===== config.mk =====
export PLATFORM = sky130hd
export DESIGN_NAME = mux_arb_n
export DESIGN_NICKNAME = d
export VERILOG_FILES = /design/src/rtl/mux_arb_n.sv
export SDC_FILE = /design/constraint.sdc
export NUM_CORES = 1
export LEC_CHECK = 0
export CORE_AREA = 4 4 58 60
export DETAILED_ROUTE_END_ITERATION = 8
export DIE_AREA = 0 0 62 64
export GPL_TIMING_DRIVEN = 0
export HOLD_SLACK_MARGIN = 0.08
export PLACE_DENSITY = 0.81
export SYNTH_ARGS = -nofsm -noshare
export SYNTH_HDL_FRONTEND = slang
export SYNTH_SLANG_ARGS = --single-unit

===== constraint.sdc =====
create_clock -name clk -period 3.45 [get_ports clk]
set_input_delay 0.69 -clock clk [delete_from_list [all_inputs] [get_ports clk]]
set_output_delay 0.69 -clock clk [all_outputs]
set_load 0.03 [all_outputs]

===== src/rtl/mux_arb_n.sv =====
// mux_arb_n: N-channel, K-bit arbitrating mux with a registered valid/ready
// output stage and packet lock (a winning channel keeps the output until its
// last beat). Default arbitration is fixed priority, lowest index wins.
// Optional build macro: MUX_ARB_RR_EN switches IDLE arbitration to
// round-robin and adds the rr_ptr register.
//
// Handshake: a beat moves on channel i when in_valid[i] && in_ready[i];
// a beat leaves the output when out_valid && out_ready. Producers hold
// in_data/in_last stable while in_valid=1 and in_ready=0. The output stage
// accepts a new beat whenever it is empty or being drained this cycle.
module mux_arb_n #(
  parameter int K = 8,
  parameter int N = 4
) (
  input  logic             clk,
  input  logic             rst,
  input  logic [N*K-1:0]   in_data,
  input  logic [N-1:0]     in_valid,
  input  logic [N-1:0]     in_last,
  output logic [N-1:0]     in_ready,
  output logic [K-1:0]     out_data,
  output logic             out_last,
  output logic             out_valid,
  input  logic             out_ready,
  output logic [N-1:0]     out_grant
);

  localparam int IW = (N > 1) ? $clog2(N) : 1;

  typedef enum logic {
    IDLE = 1'b0,
    LOCK = 1'b1
  } state_e;

  state_e          state_q, state_d;
  logic [IW-1:0]   owner_q, owner_d;
  logic [K-1:0]    out_data_q, out_data_d;
  logic            out_last_q, out_last_d;
  logic            out_valid_q, out_valid_d;
  logic [N-1:0]    out_grant_q, out_grant_d;

  logic [IW-1:0]   win_idx;
  logic            win_vld;
  logic            win_last;
  logic [K-1:0]    win_data;
  logic            load_ok;
  logic            xfer;

`ifdef MUX_ARB_RR_EN
  logic [IW-1:0]   rr_ptr_q, rr_ptr_d;
`endif

  // Winner selection: owner while locked, otherwise arbitrate over in_valid.
  always_comb begin
    win_idx = '0;
    win_vld = 1'b0;
    if (state_q == LOCK) begin
      win_idx = owner_q;
      win_vld = in_valid[owner_q];
    end else begin
`ifdef MUX_ARB_RR_EN
      // Walk from the farthest offset down so the nearest valid channel at
      // or after rr_ptr is the last (and therefore final) assignment.
      for (int i = N - 1; i >= 0; i--) begin
        if (in_valid[(int'(rr_ptr_q) + i) % N]) begin
          win_idx = IW'((int'(rr_ptr_q) + i) % N);
          win_vld = 1'b1;
        end
      end
`else
      for (int i = N - 1; i >= 0; i--) begin
        if (in_valid[i]) begin
          win_idx = IW'(i);
          win_vld = 1'b1;
        end
      end
`endif
    end
  end

  assign win_last = in_last[win_idx];
  assign win_data = in_data[int'(win_idx) * K +: K];
  assign load_ok  = !out_valid_q || out_ready;
  // Reset blocks any transfer so nothing is accepted while it is asserted.
  assign xfer     = !rst && load_ok && win_vld;
  assign in_ready = xfer ? ({{(N-1){1'b0}}, 1'b1} << win_idx) : '0;

  // Next-state for the lock FSM, output stage and round-robin pointer.
  always_comb begin
    state_d     = state_q;
    owner_d     = owner_q;
    out_data_d  = out_data_q;
    out_last_d  = out_last_q;
    out_valid_d = out_valid_q;
    out_grant_d = out_grant_q;
`ifdef MUX_ARB_RR_EN
    rr_ptr_d    = rr_ptr_q;
`endif

    if (xfer) begin
      out_data_d  = win_data;
      out_last_d  = win_last;
      out_valid_d = 1'b1;
      out_grant_d = {{(N-1){1'b0}}, 1'b1} << win_idx;
    end else if (out_ready) begin
      out_valid_d = 1'b0;
    end

    case (state_q)
      IDLE: begin
        if (xfer && !win_last) begin
          state_d = LOCK;
          owner_d = win_idx;
        end
      end
      LOCK: begin
        if (xfer && win_last) begin
          state_d = IDLE;
        end
      end
      default: state_d = IDLE;
    endcase

`ifdef MUX_ARB_RR_EN
    // Only packet-closing beats advance the pointer; in LOCK win_idx is owner.
    if (xfer && win_last) begin
      rr_ptr_d = IW'((int'(win_idx) + 1) % N);
    end
`endif
  end

  // State and output registers with synchronous reset.
  always_ff @(posedge clk) begin
    if (rst) begin
      state_q     <= IDLE;
      owner_q     <= '0;
      out_data_q  <= '0;
      out_last_q  <= 1'b0;
      out_valid_q <= 1'b0;
      out_grant_q <= '0;
    end else begin
      state_q     <= state_d;
      owner_q     <= owner_d;
      out_data_q  <= out_data_d;
      out_last_q  <= out_last_d;
      out_valid_q <= out_valid_d;
      out_grant_q <= out_grant_d;
    end
  end

`ifdef MUX_ARB_RR_EN
  // Round-robin pointer register.
  always_ff @(posedge clk) begin
    if (rst) begin
      rr_ptr_q <= '0;
    end else begin
      rr_ptr_q <= rr_ptr_d;
    end
  end
`endif

  assign out_data  = out_data_q;
  assign out_last  = out_last_q;
  assign out_valid = out_valid_q;
  assign out_grant = out_grant_q;

endmodule


## Yosys cells after proc, flatten, opt, wreduce, memory -nomap -nowiden

Index checks and enable logic that the tools add are counted.

| storage, ports and cells | value |
|---|---|
| bits in registers | 17 |
| latch bits | 0 |
| bits in writable memories | 0 |
| bits in read-only memories | 0 |
| word-level logic and storage cells | 41 |
| memories | 0 |

| cells by class | value |
|---|---|
| $add $sub $neg | 0 |
| multipliers | 0 |
| div/mod/pow operators | 0 |
| magnitude comparators | 2 |
| equality and inequality tests | 0 |
| shift-type cells | 2 |
| multiplexer cells | 20 |
| bitwise logic cells | 1 |
| reduce and logical (&&, ||, !) cells | 10 |

Operator list:

| cell | number |
|---|---|
| variable part select 32 x 6 -> 8 bit | 1 |
| two-way mux 1 bit | 11 |
| two-way mux 2 bit | 5 |
| less-than comparator 2 x 3 -> 1 bit, second input constant | 2 |
| binary-select mux 1 bit (select 2 bit) | 2 |
| logical AND 1 bit | 4 |
| two-way mux 4 bit | 1 |
| << shifter 1 x 2 -> 4 bit, first input constant | 1 |
| zero test 1 bit | 3 |
| case mux 1 bit (2 select lines) | 1 |
| AND reduction 2 bit | 1 |
| nonzero test 2 bit | 1 |
| logical OR 1 bit | 1 |
| NOT 1 bit | 1 |

## Depth between registers and ports, before layout

Gate-level depths: netlist (run 1).

| logic depth | value |
|---|---|
| depth after elaboration | 11 |
| gate-level depth with buffers | 7 |
| depth with buffers taken out | 5 |

## Worst setup path after synthesis (run 1)

No wires, ideal clock.

| timing | value |
|---|---|
| path kind | input port to output port |
| start point | input in_valid[1] |
| end point | output in_ready[2] |
| data arrival time | 1.940 ns |
| data required time | 2.760 ns |
| path slack | 0.820 ns |
| stages | 4 |
| buffers on the path | 1 |
| path through | o41a_1 buf_2 or3_1 inv_1 |

| on the way | value |
|---|---|
| word-level cells in the longest chain between the ends | 5 |
| elaborated cells on any way between the ends | 11 |

RTL lines:

| what | RTL line | RTL |
|---|---|---|
| start: declaration | 18 | `input logic [N-1:0] in_valid,` |
| binary-select mux 1 bit (select 2 bit) (tied with other cells) | 59 | `win_vld = in_valid[owner_q];` |
| two-way mux 1 bit (implied by the code) (tied with other cells) | 59 |  |
| two-way mux 1 bit / two-way mux 2 bit (equally long branches) | 57 | `if (state_q == LOCK) begin` |
| logical AND 1 bit / << shifter 1 x 2 -> 4 bit (equally long branches) | 85, 86 |  |
| two-way mux 4 bit (*) | 86 | `assign in_ready = xfer ? ({{(N-1){1'b0}}, 1'b1} << win_idx) : '0;` |
| end: declaration | 20 | `output logic [N-1:0] in_ready,` |

Every way passes the cells marked *; elsewhere a longest branch is shown, timed or not. The select of a mux whose other input is x is not followed.

## Final worst setup path (run 1)

| timing | value |
|---|---|
| start point | input in_valid[3] |
| end point | output in_ready[2] |

| on the way | value |
|---|---|
| word-level cells in the longest chain between the ends | 7 |
| elaborated cells on any way between the ends | 15 |

RTL lines:

| what | RTL line | RTL |
|---|---|---|
| two-way mux 2 bit / two-way mux 1 bit (equally long branches) (4 in series) | 72 | `if (in_valid[i]) begin` |
| two-way mux 2 bit / two-way mux 1 bit (equally long branches) | 57 |  |
| << shifter 1 x 2 -> 4 bit / logical AND 1 bit (equally long branches) | 86, 85 |  |
| two-way mux 4 bit (*) | 86 |  |

Marked as above.

==> results of run 1 <==
[per-layer routing]
metal | wire, microns | GRT usage, % | part of all wire (%)
met5 | 0 | 0 | 0
met4 | 55 | 7.958 | 1.5
met3 | 295 | 3.434 | 8.1
met2 | 1772 | 30.18 | 48
met1 | 1533 | 23.62 | 42
[worst register-to-register path: cells and delay by family, from the launching register on]
kind,cells,cell delay (ns)
AO/OA/AOI/OAI,1,0.21
buffers and inverters,2,0.30
multiplexers,2,0.86
AND/OR/NAND/NOR,1,0.18
flip-flops,1,0.41
[worst paths after layout]
| path | cells past startpoint | end | start |
|---|---|---|---|
| worst max register to register | 6 | out_last | owner_q[1] |
| worst max-delay path | 7 | in_ready[2] | in_valid[3] |
| worst min-delay path | 2 | out_data[4] | out_data[4] |
| worst min register to register | 2 | out_data[4] | out_data[4] |
[layout make-up]
| type | instances | area [sq um] |
|---|---|---|
| clock buffer | 3 | 22.52 |
| multi-input combinational | 110 | 693.2 |
| inverter | 5 | 18.77 |
| timing repair buffer | 64 | 619.3 |
| clock inverter | 1 | 5.005 |
| buffer | 11 | 71.32 |
| sequential | 17 | 340.3 |
| tap | 33 | 41.29 |
| fill | 272 | 1116 |
[cells in the final DEF (no fill, tap or decap), types with 2 or more instances in the layout]
cell type and instances:
nand2_1 36, clkbuf_4 3, buf_6 3, inv_1 5, clkbuf_2 2, nor4_1 2, nand2b_1 2, or3_1 4
nor2b_1 3, clkbuf_1 2, dfxtp_1 17, a21oi_1 18, buf_4 4, buf_2 7, clkdlybuf4s50_1 55, a221o_1 8
nor2_1 7, a21oi_2 13
[state kept, by name, summed over array words and instances (netlist names)]
name / cells
owner_q: 2
out_data: 8
out_valid: 1
state_q: 1
out_last: 1
out_grant: 4
[cells by family (layout without fill, tap and decap cells)]
kind of cell / after synthesis / count (layout) / share of synthesized area [%]
multiplexers: 3 / 3 / 3.919
AND/OR/NAND/NOR: 58 / 58 / 23.41
buffers and inverters: 16 / 84 / 8.063
flip-flops: 17 / 17 / 30.46
AO/OA/AOI/OAI: 49 / 49 / 34.16
[power groups by stage]
stage          registers (mW)  clock network [mW]  logic [mW]
2_1_floorplan           0.280                   0       0.192
3_3_place_gp            0.239                   0       0.370
3_5_place_dp            0.241                   0       0.379
4_1_cts                 0.236               0.115       0.378
5_1_grt                 0.239               0.118       0.416
6_report                0.236               0.112       0.385
[through the flow]
step           setup TNS (ns)  cells  power, mW
2_1_floorplan               0    143     0.4722
3_3_place_gp           -1.023    236     0.6093
3_5_place_dp           -1.122    236     0.6196
4_1_cts                     0    240     0.7283
5_1_grt                     0    244     0.7733
6_report                    0    244     0.7335
[timing repair]
item	CTS	global route
hold buffers	0	0
setup endpoints to repair	4	4
pin swaps	0	2
setup buffers	0	4
resized for setup	8	8
==> implementation parameters, run 1 <==
Parameter                              Value

Final layout
  Layout Cell Area excl Fill    1812 sq um
  Net count reported at finish    255
  Fraction of final layout cells sized beyond drive strength 1    18.48%
  Area growth from synthesis to layout    62.15%
  Antenna diode count    0
  Core occupancy in the finished layout    61.88%

Timing
  Final hold violation count    0
  Slew HR    51.78%
  Clock skew    0.004374 ns
  Maximum operating frequency    0.2973 GHz
  Post-layout worst setup margin    0.08674 ns
  Unrepaired setup endpoints after global routing    false
  Worst hold slack    0.4770 ns
  Final setup violation count    0
  Measured slew at the worst slew-check pin    0.7233 ns
  Part of the cycle the worst path needs    97.49%
  Final Slew Violations    0
  Min cycle time layout    3.363 ns

Clocking
  Clock-pin transition on the worst setup and hold timing paths    0.10 ns
  CTS H-tree lvls    1
  TritonCTS clock tree    built
  TritonCTS buffer count    3
  Maximum root-to-sink buffer count    2
  Number of clock sinks seen by CTS    17
  Clk Latency, worst-skew pair    0.31 ns
  Root buffer cell    clkbuf_4

Critical path
  Dominant delay contributor by cell family on the critical path    buffers and inverters
  Cell breakdown of the critical path    clkdlybuf4s50_1 -> nor2_1 -> o41a_1 -> buf_2 -> or3_1 -> inv_1 -> clkdlybuf4s15_2
  Endpoint arrival time on the critical path    2.67 ns
  CP required    2.76 ns
  Delay of the slowest cell on the worst path    0.54 ns
  Top fanout value on the critical path    10
  Critical path start-end classification    primary input to output port
  Sort of element at the start of the critical path    primary input
  Count of buffering cells on the critical path with inverters included    4
  Reg-to-reg slack, setup    1.38 ns
  Kind of end point of the critical path    output port
  Slowest cell on crit path    clkdlybuf4s50_1

Synthesis
  Post-synthesis sequential element count    17
  Synth top cells by count    nand2_1 (36), a21oi_1 (18), dfxtp_1 (17)
  Async S/R FF share, synth    0%
  Number of warnings printed during yosys synthesis    0
  Post-synth top area cell    dfxtp_1
  Number of instances in the synthesized netlist    143
  Most common flop cell mapped by yosys    dfxtp_1
  Register area share after synthesis    30.46%
  Post-synth EDFFs    0
  Synthesized net count    186
  Syn avg cell area    7.813 sq um
  Area share of the largest cell type after synthesis    30.46%
  Post-Synthesis Cell Area    1117 sq um
  Most frequent cell after synthesis    nand2_1
  Top area cells in the synthesized netlist    dfxtp_1 (30%), nand2_1 (12%), a21oi_2 (10%)
  Count of different cell masters after synthesis    30

GRT
  Number of antenna violations at the first check in global routing    0
  Vias in the first global route    1282
  Largest net degree at the start of global routing    11
  Total global routing track utilization    18.73%
  Residual overflow from global routing    0
  Wire length of the first global-routing pass    5706 microns

Place
  Quantity of I/O buffers inserted on ports    60
  Standard cell area after detailed placement    1759 sq um
  Placed wire-length estimate after detailed placement    2767 microns
  Gpl congestion    0.7610
  Setup Slack @ Placement    -0.3615 ns

Drt
  DR vias/cell    5.369
  Post-detailed-route count of antenna-violating nets    0
  Average wire length per cell after detail routing    14.99 microns
  Iter 0 DRT Violations    59
  Routed Wire Length    3657 microns
  DRC errors left    0
  Initial DRT Pass Iterations    4
  Total number of vias    1310

Power and ir drop
  Switching share of power    39.78%
  Relative contribution of combinational cells to total power    52.5%
  Clock share of power    15.3%
  Seq pwr share    32.2%
  Cell-internal power    0.4417 mW
  Worst VDD drop    0.2240 mV
  Net switching component of the power    0.2918 mW
  PwrDens    404.9 nW/um^2
  Leakage power    0.7026 nW

Floorplanning
  Total Die Area    3968 sq um
  Area inside the core boundary    2928 sq um
  Die extent in y    64 microns
  Count of boundary I/O pins    61
  Starting density of the core    38.16%
  Number of rows created at floorplan    20
  Die Wd    62 microns

Run
  Max-Cap Viols    0

Run status
  Status    completed

Min path
  Worst hold path type    flop to flop
No activity file was read; power rests on OpenSTA's default activity.
==> run 2, diff against run 1 <==
--- a/config.mk
+++ b/config.mk
@@ -5,9 +5,10 @@
 export SDC_FILE = /design/constraint.sdc
 export NUM_CORES = 1
 export LEC_CHECK = 0
-export CORE_AREA = 4 4 58 60
+export CORE_AREA = 2 2 56 58
+export CTS_CLUSTER_SIZE = 10
 export DETAILED_ROUTE_END_ITERATION = 8
-export DIE_AREA = 0 0 62 64
+export DIE_AREA = 0 0 58 60
 export GPL_TIMING_DRIVEN = 0
 export HOLD_SLACK_MARGIN = 0.08
 export PLACE_DENSITY = 0.81
==> run 2 against run 1 <==
  * Clock power about the same
  * Critical path depth unchanged
  * Critical path type unchanged
  * Register-to-register slack about the same
  * Non-clock buffer count decreased by 1
  * Largest cell class unchanged
  * Clock-buffer cell count increased by 1
  * Utilization increased by 0.15 points
  * Highest routed layer unchanged
  * First-iteration DRC count increased by 46%
  * Via count increased by 1.9%
  * Wire length decreased by 0.41%
  * Final cell count decreased by 0.41%
  * Worst hold slack got worse by 0.0025 ns
==> implementation parameters, run 2 (same netlist as run 1, synthesis figures left out) <==
Parameter                              Value

Timing
  Final setup violation count    0 (unchanged)
  Part of the cycle the worst path needs    97.92% (+0.43 points)
  Maximum operating frequency    0.2960 GHz (-0.44%)
  Clock skew    0.001401 ns (-0.002973 ns)
  Slew HR    52.45% (+0.67 points)
  Final Slew Violations    0 (unchanged)
  Min cycle time layout    3.378 ns (+0.01481 ns)
  Measured slew at the worst slew-check pin    0.7132 ns (-0.01005 ns)
  Unrepaired setup endpoints after global routing    false
  Final hold violation count    0 (unchanged)

GRT
  Largest net degree at the start of global routing    11 (unchanged)
  Vias in the first global route    1265 (-1.3%)
  Residual overflow from global routing    0 (unchanged)
  Wire length of the first global-routing pass    5678 microns (-0.49%)
  Number of antenna violations at the first check in global routing    0 (unchanged)
  Total global routing track utilization    21.30% (+2.6 points)

Run
  Max-Cap Viols    0 (unchanged)

Place
  Quantity of I/O buffers inserted on ports    60 (unchanged)
  Placed wire-length estimate after detailed placement    2634 microns (-4.8%)
  Inst Count DP    236 (unchanged)
  Gpl congestion    0.8195 (+7.7%)

Clocking
  Number of clock sinks seen by CTS    17 (unchanged)
  Clk Latency, worst-skew pair    0.30 ns (about the same)
  TritonCTS buffer count    3 (unchanged)
  TritonCTS clock tree    built
  Maximum root-to-sink buffer count    2 (unchanged)
  CTS H-tree lvls    1 (unchanged)
  Clock-pin transition on the worst setup and hold timing paths    0.11 ns (about the same)
  Root buffer cell    clkbuf_4

Drt
  Post-detailed-route count of antenna-violating nets    0 (unchanged)
  Initial DRT Pass Iterations    4 (unchanged)
  Average wire length per cell after detail routing    14.99 microns (about the same)
  DR vias/cell    5.494 (+2.3%)
  Total number of vias    1335 (+1.9%)
  Routed Wire Length    3642 microns (-0.41%)
  Iter 0 DRT Violations    86 (+46%)
  DRC errors left    0 (unchanged)

Critical path
  Crit Reg-Reg Startpoint    owner_q[1]
  Critical Path Source    in_valid[1]
  Sort of element at the start of the critical path    primary input
  Critical path start-end classification    primary input to output port
  Top fanout value on the critical path    7 (-3)
  Endpoint arrival time on the critical path    2.69 ns (+0.02 ns)
  Kind of end point of the critical path    output port
  Reg-to-reg slack, setup    1.37 ns (about the same)
  Endpoint of the lowest-slack register-to-register path    out_last
  CP required    2.76 ns (about the same)
  Depth of the worst register-to-register path    6 (unchanged)

Power and ir drop
  Total power consumption of the routed design    0.7352 mW (+0.23%)
  Leakage power    0.6921 nW (-1.5%)
  PwrDens    408.4 nW/um^2 (+0.86%)
  Worst VDD drop    0.2420 mV (+8.0%)

Final layout
  Count of placed standard cells in the final layout, fillers left out    243 (-0.41%)
  Most common library cell in the layout ignoring fill and taps    clkdlybuf4s50_1
  Largest register FFs    8 (unchanged)
  Antenna diode count    0 (unchanged)
  Net count reported at finish    254 (-0.39%)
  Commonest non-fill, non-tap cells in the layout    clkdlybuf4s50_1 (56), nand2_1 (36), a21oi_1 (18), dfxtp_1 (17), a21oi_2 (13)
  Area growth from synthesis to layout    61.14%
  Fraction of final layout cells sized beyond drive strength 1    17.14% (-1.3 points)

Floorplanning
  Number of rows created at floorplan    20 (unchanged)
  Total Die Area    3480 sq um (-12%)
  Area inside the core boundary    2903 sq um (-0.85%)
  Count of boundary I/O pins    61 (unchanged)
  Die extent in y    60 microns (-6.3%)
  Die Wd    58 microns (-6.5%)
  Starting density of the core    38.49% (+0.33 points)

Min path
  Startpoint of the lowest-slack hold path    out_data[7]
  Cell depth of the worst hold path    2 (unchanged)
  Worst hold path type    flop to flop
  Terminating pin of the worst hold path    out_data[7]

Run status
  Status    completed
==> run 2: worst max path at each step <==
stage / slack (ns) / to / cells past startpoint
6_report: 0.07 / in_ready[0] / 7
5_1_grt: 0.002 / in_ready[0] / 7
4_1_cts: 0.009 / in_ready[2] / 7
3_5_place_dp: -0.39 / in_ready[2] / 6
3_3_place_gp: -0.34 / in_ready[3] / 6
2_1_floorplan: 0.82 / in_ready[2] / 4
==> run 2: final cells by class <==
type,count,area (sq um)
well taps,33,41.29
inverters,5,18.77
multi-input cells,110,693.2
fillers,269,1102
flip-flops and latches,17,340.3
plain buffers,11,73.82
clock buffers,4,26.28
repair buffers,63,606.8
==> run 2: timing repair <==
action	in CTS	in global routing
endpoints found under the setup margin	4	4
resized for setup	11	5
setup buffers	0	3
hold buffers	0	0
pin swaps	1	2
==> run 2: metal layers <==
layer / track usage, % / share of wire [%] / vias up
met3: 4.329 / 7.1 / 5
li1: - / - / 645
met4: 8.970 / 1.5 / 0
met2: 37.34 / 50 / 62
met1: 25.26 / 41 / 623
met5: 0 / 0 / -
==> run 2: metrics by stage <==
step / hold slack (ns) / setup TNS [ns] / setup WS (ns) / instance area, sq um / utilization [%]
5_1_grt: 0.4958 / 0 / 0.001564 / 1800 / 62.03
3_3_place_gp: 0.4557 / -1.018 / -0.3378 / 1759 / 60.60
4_1_cts: 0.4752 / 0 / 0.009451 / 1793 / 61.77
2_1_floorplan: 0.4637 / 0 / 0.8204 / 1117 / -
6_report: 0.4746 / 0 / 0.07193 / 1800 / 62.03
3_5_place_dp: 0.4607 / -1.102 / -0.3879 / 1759 / 60.60
==> run 2: report_power, final <==
part / switching, mW / internal (mW) / total, mW
logic: 0.209 / 0.176 / 0.385
clock network: 0.0699 / 0.0452 / 0.115
registers: 0.0135 / 0.222 / 0.235
total: 0.293 / 0.442 / 0.735
==> run 2: critical path, stage by stage <==
cell and delay [ns]:
clkdlybuf4s50_1 0.50, mux4_2 0.52, and2_4 0.18, o21ai_4 0.22, or3_1 0.18, inv_1 0.04, dlygate4sd2_1 0.34
